$ cat src/rtl/mips_fetch_unit_if.sv
// Fetch unit bus: instruction-memory request/response, execute redirect,
// and the decode-side valid/ready handshake with queue status.
interface mips_fetch_unit_if #(
   parameter int unsigned XLEN  = 32,
   parameter int unsigned DEPTH = 4
);
   localparam int unsigned CW = $clog2(DEPTH) + 1;

   logic            imem_en;
   logic [XLEN-1:0] imem_addr;
   logic [31:0]     imem_rdata;
   logic            redirect_valid;
   logic [XLEN-1:0] redirect_pc;
   logic            dec_valid;
   logic            dec_ready;
   logic [31:0]     dec_instr;
   logic [XLEN-1:0] dec_pc;
   logic [XLEN-1:0] dec_pc4;
   logic [CW-1:0]   q_count;
   logic            fetch_fault;

   // Fetch unit side
   modport master (
      output imem_en, imem_addr, dec_valid, dec_instr, dec_pc, dec_pc4,
             q_count, fetch_fault,
      input  imem_rdata, redirect_valid, redirect_pc, dec_ready
   );

   // Memory / execute / decode side
   modport slave (
      input  imem_en, imem_addr, dec_valid, dec_instr, dec_pc, dec_pc4,
             q_count, fetch_fault,
      output imem_rdata, redirect_valid, redirect_pc, dec_ready
   );
endinterface

$ cat src/rtl/mips_fetch_unit.sv
// MIPS instruction-fetch front end: owns the PC, issues pipelined reads to a
// 1-cycle synchronous instruction memory, buffers words in a DEPTH-entry
// prefetch queue and presents {instr, pc, pc+4} to decode. J/JAL targets are
// resolved locally; branch/JR redirects come from execute.
// Optional build macro FETCH_ALIGN_CHECK_EN: a misaligned redirect raises a
// sticky fetch_fault and parks the unit in HALT until reset. Without it the
// low redirect bits are ignored and fetch_fault is tied low.
module mips_fetch_unit #(
   parameter int unsigned     XLEN     = 32,
   parameter int unsigned     DEPTH    = 4,
   parameter logic [XLEN-1:0] RESET_PC = '0
) (
   input logic               clk,
   input logic               rst_n,
   mips_fetch_unit_if.master bus
);
   localparam int unsigned PW = $clog2(DEPTH);
   localparam int unsigned CW = PW + 1;
   localparam int unsigned OW = CW + 1;
   localparam logic [5:0]  OP_J   = 6'h02;
   localparam logic [5:0]  OP_JAL = 6'h03;

`ifdef FETCH_ALIGN_CHECK_EN
   typedef enum logic {RUN = 1'b0, HALT = 1'b1} state_t;
`else
   typedef enum logic {RUN = 1'b0} state_t;
`endif

   state_t          state_q, state_d;
   logic [XLEN-1:0] pc_q, pc_d;
   logic [XLEN-1:0] req_pc_q;
   logic            inflight_q;
   logic [31:0]     instr_mem [DEPTH];
   logic [XLEN-1:0] pc_mem    [DEPTH];
   logic [PW-1:0]   wr_ptr_q, rd_ptr_q;
   logic [CW-1:0]   count_q;
   logic [OW-1:0]   occ;
   logic [XLEN-1:0] resp_pc4, jtarget, redir_pc;
   logic            is_jump, issue, push, pop, flush, jpred;

   // Response-side decode: link address, J/JAL detection and target
   assign resp_pc4 = req_pc_q + XLEN'(4);
   assign is_jump  = (bus.imem_rdata[31:26] == OP_J) || (bus.imem_rdata[31:26] == OP_JAL);
   assign jtarget  = (resp_pc4 & ~XLEN'(32'h0FFF_FFFF)) | XLEN'({bus.imem_rdata[25:0], 2'b00});
   assign redir_pc = {bus.redirect_pc[XLEN-1:2], 2'b00};
   // Outstanding work counts against queue space so a push can never overflow
   assign occ      = OW'(count_q) + OW'(inflight_q);
   assign pop      = bus.dec_valid && bus.dec_ready;

   // State register
   always_ff @(posedge clk) begin
      if (!rst_n) state_q <= RUN;
      else        state_q <= state_d;
   end

   // Next state, issue/push decisions and next PC; redirect outranks everything
   always_comb begin
      state_d = state_q;
      pc_d    = pc_q;
      issue   = 1'b0;
      push    = 1'b0;
      jpred   = 1'b0;
      flush   = 1'b0;
      if (state_q == RUN) begin
         if (bus.redirect_valid) begin
            flush = 1'b1;
            pc_d  = redir_pc;
`ifdef FETCH_ALIGN_CHECK_EN
            if (bus.redirect_pc[1:0] != 2'b00) state_d = HALT;
`endif
         end else begin
            push  = inflight_q;
            jpred = inflight_q && is_jump;
            if (jpred) begin
               pc_d = jtarget;
            end else if (rst_n && (occ < OW'(DEPTH))) begin
               issue = 1'b1;
               pc_d  = pc_q + XLEN'(4);
            end
         end
      end
`ifdef FETCH_ALIGN_CHECK_EN
      else begin
         flush = 1'b1;
      end
`endif
   end

   // PC, in-flight tracking and queue pointers/occupancy
   always_ff @(posedge clk) begin
      if (!rst_n) begin
         pc_q       <= RESET_PC;
         req_pc_q   <= RESET_PC;
         inflight_q <= 1'b0;
         wr_ptr_q   <= '0;
         rd_ptr_q   <= '0;
         count_q    <= '0;
      end else begin
         pc_q       <= pc_d;
         inflight_q <= issue;
         if (issue) req_pc_q <= pc_q;
         if (flush) begin
            wr_ptr_q <= '0;
            rd_ptr_q <= '0;
            count_q  <= '0;
         end else begin
            if (push) wr_ptr_q <= wr_ptr_q + PW'(1);
            if (pop)  rd_ptr_q <= rd_ptr_q + PW'(1);
            if (push && !pop)      count_q <= count_q + CW'(1);
            else if (!push && pop) count_q <= count_q - CW'(1);
         end
      end
   end

   // Queue storage; entries are only meaningful once pushed
   always_ff @(posedge clk) begin
      if (push) begin
         instr_mem[wr_ptr_q] <= bus.imem_rdata;
         pc_mem[wr_ptr_q]    <= req_pc_q;
      end
   end

   assign bus.imem_en   = issue;
   assign bus.imem_addr = pc_q;
   assign bus.dec_valid = (count_q != '0);
   assign bus.dec_instr = instr_mem[rd_ptr_q];
   assign bus.dec_pc    = pc_mem[rd_ptr_q];
   assign bus.dec_pc4   = pc_mem[rd_ptr_q] + XLEN'(4);
   assign bus.q_count   = count_q;
`ifdef FETCH_ALIGN_CHECK_EN
   assign bus.fetch_fault = (state_q == HALT);
`else
   assign bus.fetch_fault = 1'b0;
`endif
endmodule
$ cat src/flat_wrapper.sv
// flat-port wrapper written by rule: the top's interface ports become plain ports
module mips_fetch_unit_flat 
#(
   parameter int unsigned     XLEN     = 32,
   parameter int unsigned     DEPTH    = 4,
   parameter logic [XLEN-1:0] RESET_PC = '0
)
  (clk, rst_n, bus_imem_en, bus_imem_addr, bus_dec_valid, bus_dec_instr, bus_dec_pc, bus_dec_pc4, bus_q_count, bus_fetch_fault, bus_imem_rdata, bus_redirect_valid, bus_redirect_pc, bus_dec_ready);
  mips_fetch_unit_if #(.XLEN(XLEN), .DEPTH(DEPTH)) bus_i ();
  input logic clk;
  input logic rst_n;
  output wire logic [$bits(bus_i.imem_en)-1:0] bus_imem_en;
  output wire logic [$bits(bus_i.imem_addr)-1:0] bus_imem_addr;
  output wire logic [$bits(bus_i.dec_valid)-1:0] bus_dec_valid;
  output wire logic [$bits(bus_i.dec_instr)-1:0] bus_dec_instr;
  output wire logic [$bits(bus_i.dec_pc)-1:0] bus_dec_pc;
  output wire logic [$bits(bus_i.dec_pc4)-1:0] bus_dec_pc4;
  output wire logic [$bits(bus_i.q_count)-1:0] bus_q_count;
  output wire logic [$bits(bus_i.fetch_fault)-1:0] bus_fetch_fault;
  input wire logic [$bits(bus_i.imem_rdata)-1:0] bus_imem_rdata;
  input wire logic [$bits(bus_i.redirect_valid)-1:0] bus_redirect_valid;
  input wire logic [$bits(bus_i.redirect_pc)-1:0] bus_redirect_pc;
  input wire logic [$bits(bus_i.dec_ready)-1:0] bus_dec_ready;
  assign bus_imem_en = bus_i.imem_en;
  assign bus_imem_addr = bus_i.imem_addr;
  assign bus_dec_valid = bus_i.dec_valid;
  assign bus_dec_instr = bus_i.dec_instr;
  assign bus_dec_pc = bus_i.dec_pc;
  assign bus_dec_pc4 = bus_i.dec_pc4;
  assign bus_q_count = bus_i.q_count;
  assign bus_fetch_fault = bus_i.fetch_fault;
  assign bus_i.imem_rdata = bus_imem_rdata;
  assign bus_i.redirect_valid = bus_redirect_valid;
  assign bus_i.redirect_pc = bus_redirect_pc;
  assign bus_i.dec_ready = bus_dec_ready;
  mips_fetch_unit #(.XLEN(XLEN), .DEPTH(DEPTH), .RESET_PC(RESET_PC)) u_core (.clk(clk), .rst_n(rst_n), .bus(bus_i));
endmodule
$ cat config.mk
export PLATFORM = sky130hd
export DESIGN_NAME = mips_fetch_unit_flat
export DESIGN_NICKNAME = d
export VERILOG_FILES = /design/src/rtl/mips_fetch_unit_if.sv /design/src/rtl/mips_fetch_unit.sv /design/src/flat_wrapper.sv
export SDC_FILE = /design/constraint.sdc
export NUM_CORES = 1
export LEC_CHECK = 0
export BUFFER_PORTS_ARGS = -buffer_cell sky130_fd_sc_hd__buf_2
export CAP_MARGIN = 5
export CORE_ASPECT_RATIO = 0.75
export CORE_MARGIN = 3
export CORE_UTILIZATION = 50
export CTS_BUF_LIST = sky130_fd_sc_hd__clkbuf_16
export CTS_CLUSTER_DIAMETER = 200
export DETAILED_ROUTE_END_ITERATION = 8
export GPL_TIMING_DRIVEN = 1
export MAX_ROUTING_LAYER = met4
export PLACE_DENSITY = 0.71
export SLEW_MARGIN = 20
export SYNTH_ARGS = -nofsm -noshare
export SYNTH_HDL_FRONTEND = slang
export SYNTH_SLANG_ARGS = --single-unit
export TNS_END_PERCENT = 30
$ cat constraint.sdc
create_clock -name clk -period 3.5 [get_ports clk]
set_clock_uncertainty 0.15 [all_clocks]
set_input_delay 0.35 -clock clk [delete_from_list [all_inputs] [get_ports clk]]
set_output_delay 0.35 -clock clk [all_outputs]
set_load 0.005 [all_outputs]
==> key figures, run 1 <==
Run status
  • Outcome: finished clean

Detailed routing
  • Vias per cell: 5.839
  • Wirelength per Cell: 22.44 um
  • First-pass detailed-route iteration total: 5
  • DRC viols: 0
  • DR iter-0 viols: 951
  • DR vias: 8968
  • Final WL: 34460 um
  • Antenna Nets Post-Route: 0

Global routing
  • Initial antenna violation count: 0
  • Vias in the first global route: 9089
  • Global-route wire length before repair: 53290 um
  • Largest net degree at the start of global routing: 63
  • Grt total ovfl: 0
  • Overall Global Routing Usage: 24.55%

Die
  • Area of the core: 26160 um2
  • Chip Width: 195.0 um
  • Top Ports: 202
  • Die height: 147.8 um
  • Starting Density: 51.21%
  • FP Rows: 51
  • Die ar.: 28820 um2

STA
  • Slew @ Worst Pin: 1084 ps
  • Final Max Slew Viols: 0
  • Final Hold Fails: 0
  • Final worst path period share: 97.05%
  • Min Clock Period, post-route: 3397 ps
  • Unrepaired setup endpoints after global routing: no
  • Setup Total Neg Slack: 0 ps
  • WHS: 14.57 ps
  • Fmax: 294.4 MHz
  • Final setup fails: 0
  • Max_slew headroom: 27.46%

Logic synthesis
  • Yosys warns: 0
  • Number of synthesized flops with an enable pin: 248
  • Syn avg cell area: 14.61 um2
  • Largest family of logic cells by synthesized area: multiplexers
  • Mapped Cells: 917
  • Post-synthesis adder-cell area fraction: 0.8031%
  • Seq cells post-synth: 318
  • Synth Area in XOR/XNOR: 3.465%
  • Mux contribution to synthesized area: 11.15%
  • Netlist cell types: 59
  • Post-synthesis cell area: 13400 um2
  • Sequential area share after synthesis: 66.04%
  • Yosys top cell by area: edfxtp_1
  • Simple-gate share of the synthesized area: 10.16%
  • Top-area cell type share of the netlist area: 55.58%
  • Main synth FF type: edfxtp_1
  • Ys async rst share: 0%
  • Ranking of synthesized cells by area: edfxtp_1 56%, dfxtp_1 10%, mux4_2 9.2%
  • Synth Area in Compound Gates: 5.697%

Critical path
  • CP Max Fanout: 10
  • WP data arrival: 2900 ps
  • CP Launch Type: register
  • Worst reg-to-reg setup slack: 650 ps
  • Critical path type: register to output pin
  • Slowest stage delay, CP: 640 ps
  • Slowest-stage cell, CP: mux4_1
  • Crit path cell chain: buf_12 > mux4_1 > ha_1 > and4_1 > nand2b_1 > nor2_2 > nand4_1 > xnor2_1 > buf_2
  • Worst path required time: 3000 ps
  • CP endpoint kind: output pin

Clocking
  • Root Driver: clkbuf_16
  • Clk buf depth: 3
  • CTS buffer count: 29
  • Worst-skew pair later-pin latency: 550 ps
  • CTS H-tree depth: 1
  • Clk sinks: 318
  • Clock slew at reported path FFs: 70 ps
  • CTS tree: yes

Layout
  • Nets@finish: 1246
  • Area growth from synthesis to layout: 21.55%
  • Layout cells sized above 1: 29.28%
  • Antenna diodes: 0

Power
  • Sw Share: 22.25%
  • Internal power: 6091 uW
  • Psw: 1743 uW
  • Clk pwr share: 39.8%
  • Leakage: 0.005834 uW
  • Seq pwr share: 53.7%
  • Power per standard cell area: 481.0 nW/um2
  • Maximum VDD drop: 0.0003571 V
  • Comb power frac: 6.6%

Place
  • Gp weighted congestion: 0.8951
  • PortBufs: 192
  • Detail Placement HPWL: 23360 um

Job
  • Max-cap viol count: 0

Hold path
  • Worst min path class: input pin to register
## cell type report
cell class / instances / area [um2]
Sequential cell: 318 / 8856
Tap cell: 344 / 430.4
Clock buffer: 29 / 725.7
Multi-Input combinational cell: 534 / 4225
Inverter: 14 / 52.55
Timing Repair Buffer: 273 / 1787
Clock inverter: 24 / 209.0
Fill cell: 1969 / 9877
## path summary, 6_finish.rpt
check	from	depth (start not counted)	to
worst min register to register	u_core.bus.imem_addr[30]$_SDFFE_PN0P_	2	u_core.req_pc_q[30]$_SDFFE_PN0P_
worst max register to register	u_core.inflight_q$_SDFF_PN0_	7	u_core.req_pc_q[13]$_SDFFE_PN0P_
worst max-delay path	register	9	bus_dec_pc4[18]
worst min-delay path	bus_redirect_pc[27]	4	u_core.bus.imem_addr[27]$_SDFFE_PN0P_
## critical path, delay by kind of cell, from the launching register on
family	cells	cell delay, ps
muxes	1	640
xor gates and xnor gates	1	130
DFF	1	380
adders and majority gates	1	270
and+or+nand+nor	4	630
buffers and inverters	2	280
## power by group through the flow
| stage | logic (uW) | registers [uW] | clock network [uW] |
|---|---|---|---|
| 2_1_floorplan | 263 | 4250 | 0 |
| 3_3_place_gp | 451 | 4280 | 0 |
| 3_5_place_dp | 459 | 4290 | 0 |
| 4_1_cts | 511 | 4200 | 3150 |
| 5_1_grt | 565 | 4210 | 3310 |
| 6_report | 516 | 4200 | 3120 |
## what timing repair did
item | 4_1_cts | 5_1_grt
endpoints found under the hold margin | 147 | 0
gates resized for setup | 2 | 4
buffers inserted | 1 | 1
endpoints found under the setup margin | 16 | 14
hold buffers | 51 | 0
cloned | 0 | 0
## sequential cells by signal (all words and copies together) (netlist names), named ones only
| register | count |
|---|---|
| u_core.instr_mem | 128 |
| u_core.pc_mem | 120 |
| u_core.bus.imem_addr | 30 |
| u_core.req_pc_q | 30 |
| u_core.bus.q_count | 3 |
| u_core.rd_ptr_q | 2 |
| u_core.wr_ptr_q | 2 |
| u_core.inflight_q | 1 |
## cells by family after synthesis
group                      Yosys count
buffers and inverters               71
DFF                                318
xor gates and xnor gates            53
muxes                               69
AOI/OAI and AO/OA                  121
adders and majority gates            8
other                                1
and+or+nand+nor                    276
## layer usage
metal  share of wire [%]  vias to the layer above  track usage (%)
li1                    -                     4007                -
met1                  44                     4507            36.12
met2                  44                      397            35.29
met3                 9.3                       57            5.468
met4                 2.5                        0            6.056
met5                   0                        -                -
## per-stage QoR
stage               worst slack, ps  util (%)  total power [uW]  cell area [um2]  instances
global placement              480.5     56.54              4733            14790       1430
finish                        103.3     62.25              7834            16290       1536
floorplan                     683.9         -              4512            13420        923
CTS                           25.14     62.15              7863            16260       1535
global route                 0.3753     62.25              8084            16290       1536
detailed placement            443.3     56.54              4747            14790       1430
## cell usage after synthesis (2+ instances only)
cell       instances
o221ai_1           2
edfxtp_1         248
xnor2_1           28
nor2_1            48
and3_1             6
nand2_1          110
nor2b_1            3
a31oi_1            3
a211oi_1          18
or4_1              2
nand4_1           21
mux4_2            55
dfxtp_1           70
xor2_1            25
nor3_1            22
a211o_1            4
buf_2             11
buf_6              4
nor3b_1            2
nand2b_1           2
ha_1               7
a2111oi_2          2
nand3_1           21
nor4_2             2
or3_1              4
buf_1              5
nor4_1             6
o21ai_0           21
a21oi_1           56
and2_1            11
buf_4              9
clkbuf_1          27
and4_1             6
inv_1             14
mux2i_1            6
mux4_1             7
or4_4              2
o211ai_1           4
nand4_2            3
## cell usage in the layout (no fill, tap or decap), types with 7 or more instances in the layout
cell,count
a21oi_1,56
clkbuf_16,29
dfxtp_1,68
xor2_1,25
xnor2_1,28
ha_1,7
conb_1,7
inv_1,17
edfxtp_1,248
nand3_1,21
nor2_1,47
dlygate4sd3_1,51
a211oi_1,18
o21ai_0,21
and2_1,7
mux4_2,56
buf_2,192
buf_4,21
nor3_1,21
nand2_1,110
nand4_1,21
(Power assumes the default switching activity.)
==> run 2, diff against run 1 <==
--- a/config.mk
+++ b/config.mk
@@ -7,15 +7,17 @@
 export LEC_CHECK = 0
 export BUFFER_PORTS_ARGS = -buffer_cell sky130_fd_sc_hd__buf_2
 export CAP_MARGIN = 5
+export CELL_PAD_IN_SITES_DETAIL_PLACEMENT = 1
+export CELL_PAD_IN_SITES_GLOBAL_PLACEMENT = 1
 export CORE_ASPECT_RATIO = 0.75
 export CORE_MARGIN = 3
-export CORE_UTILIZATION = 50
+export CORE_UTILIZATION = 47
 export CTS_BUF_LIST = sky130_fd_sc_hd__clkbuf_16
 export CTS_CLUSTER_DIAMETER = 200
 export DETAILED_ROUTE_END_ITERATION = 8
 export GPL_TIMING_DRIVEN = 1
 export MAX_ROUTING_LAYER = met4
-export PLACE_DENSITY = 0.71
+export PLACE_DENSITY_LB_ADDON = 0.1
 export SLEW_MARGIN = 20
 export SYNTH_ARGS = -nofsm -noshare
 export SYNTH_HDL_FRONTEND = slang
==> run 2 against run 1 <==
Sequential power hardly changed. Non-clock buffer count stayed put. Clock-buffer cell count is 2 higher. Total power is 2.4% higher. Global-route usage is 0.19 points higher. Clock power is 6% higher. Core utilization is 2.7 points lower. Die area is 6.1% higher. Register-to-register slack better by 260 ps. Critical path type unchanged.
==> key figures, run 2 (synthesis gave the netlist of run 1 again) <==
Clocking
  • Clock slew at reported path FFs: 60 ps
  • CTS buffer count: 31
  • Clk buf depth: 3
  • Clk sinks: 318
  • CTS H-tree depth: 1
  • Worst-skew pair later-pin latency: 560 ps
  • CTS tree: yes
  • Root Driver: clkbuf_16

STA
  • Final setup fails: 0
  • Setup Total Neg Slack: 0 ps
  • Min Clock Period, post-route: 3357 ps
  • Unrepaired setup endpoints after global routing: no
  • Fmax: 297.9 MHz
  • Final worst path period share: 95.92%
  • Max_slew headroom: 36.47%
  • Final Max Slew Viols: 0
  • Slew @ Worst Pin: 949.5 ps
  • Final Hold Fails: 0

Critical path
  • CP Max Fanout: 9
  • CP Launch Type: register
  • Critical path type: register to output pin
  • CP endpoint kind: output pin
  • WP data arrival: 2860 ps
  • Worst path required time: 3000 ps
  • Crit path cell chain: buf_12 > mux4_1 > and4_1 > and3_1 > nand4_2 > nand2b_1 > xnor2_1 > buf_2
  • Slowest stage delay, CP: 630 ps
  • Slowest-stage cell, CP: mux4_1

Job
  • Max-cap viol count: 0

Die
  • Area of the core: 27520 um2
  • Starting Density: 48.68%
  • Die height: 152.2 um
  • Die ar.: 30590 um2
  • Chip Width: 201.0 um
  • FP Rows: 52
  • Top Ports: 202

Place
  • Gp weighted congestion: 0.8035
  • Placed cell areas: 14820 um2
  • Detail Placement HPWL: 24460 um
  • PortBufs: 192
  • Placed cells: 1464

Layout
  • Area growth from synthesis to layout: 22.35%
  • Largest regs: u_core.instr_mem x128, u_core.pc_mem x120
  • Register area: 8856 um2
  • Multi-input gate area: 4234 um2
  • Filler cell count in the final layout: 2684
  • Nets@finish: 1248
  • Post-layout util: 59.56%
  • Design area: 16390 um2
  • Layout cells sized above 1: 29.60%
  • Max FFs per register: 128
  • Most frequent cells in the layout: 248 x edfxtp_1, 192 x buf_2, 110 x nand2_1
  • Largest Register: u_core.instr_mem
  • Non-filler cells, final: 1575
  • Commonest non-fill, non-tap cell in the layout: edfxtp_1

Global routing
  • Largest net degree at the start of global routing: 63
  • Initial antenna violation count: 0
  • Vias in the first global route: 9350
  • Overall Global Routing Usage: 24.74%
  • Grt total ovfl: 0
  • Global-route wire length before repair: 57240 um

Power
  • Power per standard cell area: 489.2 nW/um2
  • Leakage: 0.005903 uW
  • Maximum VDD drop: 0.0005659 V

Hold path
  • Worst min path class: input pin to register

Detailed routing
  • Wirelength per Cell: 23.36 um
  • Antenna Nets Post-Route: 0
  • DRC viols: 0
  • Vias per cell: 5.572
  • Final WL: 36790 um
  • DR vias: 8776
  • DR iter-0 viols: 730
  • First-pass detailed-route iteration total: 5

Run status
  • Outcome: finished clean
==> run 2: cell types whose count changed in the layout (fill, tap and decap cells not counted), sizes merged, moves of 2 or more <==
| cell | change |
|---|---|
| clkinv | +7 |
| clkinvlp | -6 |
| buf | +3 |
| dlygate4sd3 | -3 |
| clkbuf | +2 |
==> run 2: worst max-delay path, delay by kind of cell (launching register included) <==
kind	cells	cell delay, ps
and+or+nand+nor	4	850
muxes	1	630
xor gates and xnor gates	1	110
DFF	1	420
buffers and inverters	2	280
==> run 2: report_power, final <==
group	switching, uW	internal [uW]
registers	87.7	4120
clock network	1400	1900
logic	282	234
==> run 2: final timing paths <==
| kind | from | endpoint | slack, ps | cells past startpoint |
|---|---|---|---|---|
| setup / recovery | register | bus_dec_pc4[28] | 140 | 8 |
| hold / removal | bus_redirect_pc[31] | u_core.bus.imem_addr[31]$_SDFFE_PN0P_ | 20 | 3 |
| setup reg to reg | u_core.req_pc_q[24]$_SDFFE_PN0P_ | u_core.bus.imem_addr[31]$_SDFFE_PN0P_ | 910 | 6 |
| hold reg to reg | u_core.req_pc_q[13]$_SDFFE_PN0P_ | u_core.req_pc_q[13]$_SDFFE_PN0P_ | 370 | 2 |
==> run 2: per-stage QoR <==
step | total power (uW) | setup WS, ps | hold WS, ps
6_report | 8019 | 142.6 | 17.77
5_1_grt | 8290 | 31.32 | 30.12
4_1_cts | 8073 | 24.46 | 0.5047
3_5_place_dp | 4754 | 317.6 | 355.5
3_3_place_gp | 4739 | 339.8 | 344.7
2_1_floorplan | 4512 | 683.9 | 298.9
==> run 2: layout make-up <==
| type | count | share of cell area, % |
|---|---|---|
| Inverter | 14 | 0.3206 |
| Sequential cell | 318 | 54.03 |
| Timing Repair Buffer | 273 | 10.81 |
| Clock inverter | 26 | 1.382 |
| Antenna cell | 1 | 0.01527 |
| Tap cell | 378 | 2.885 |
| Multi-Input combinational cell | 534 | 25.83 |
| Clock buffer | 31 | 4.732 |
==> run 2: metal layers <==
layer / wire, um / track usage [%] / up-vias
li1: - / - / 4021
met3: 1738 / 3.758 / 56
met5: 0 / - / -
met2: 17610 / 39.06 / 228
met1: 16550 / 34.44 / 4471
met4: 886 / 5.684 / 0
==> run 2: repair_timing <==
action                     CTS  global route
hold buffers                48             0
resized for setup            1             4
hold endpoints to repair   144             0
setup endpoints to repair   15            10
buffers inserted             4             1
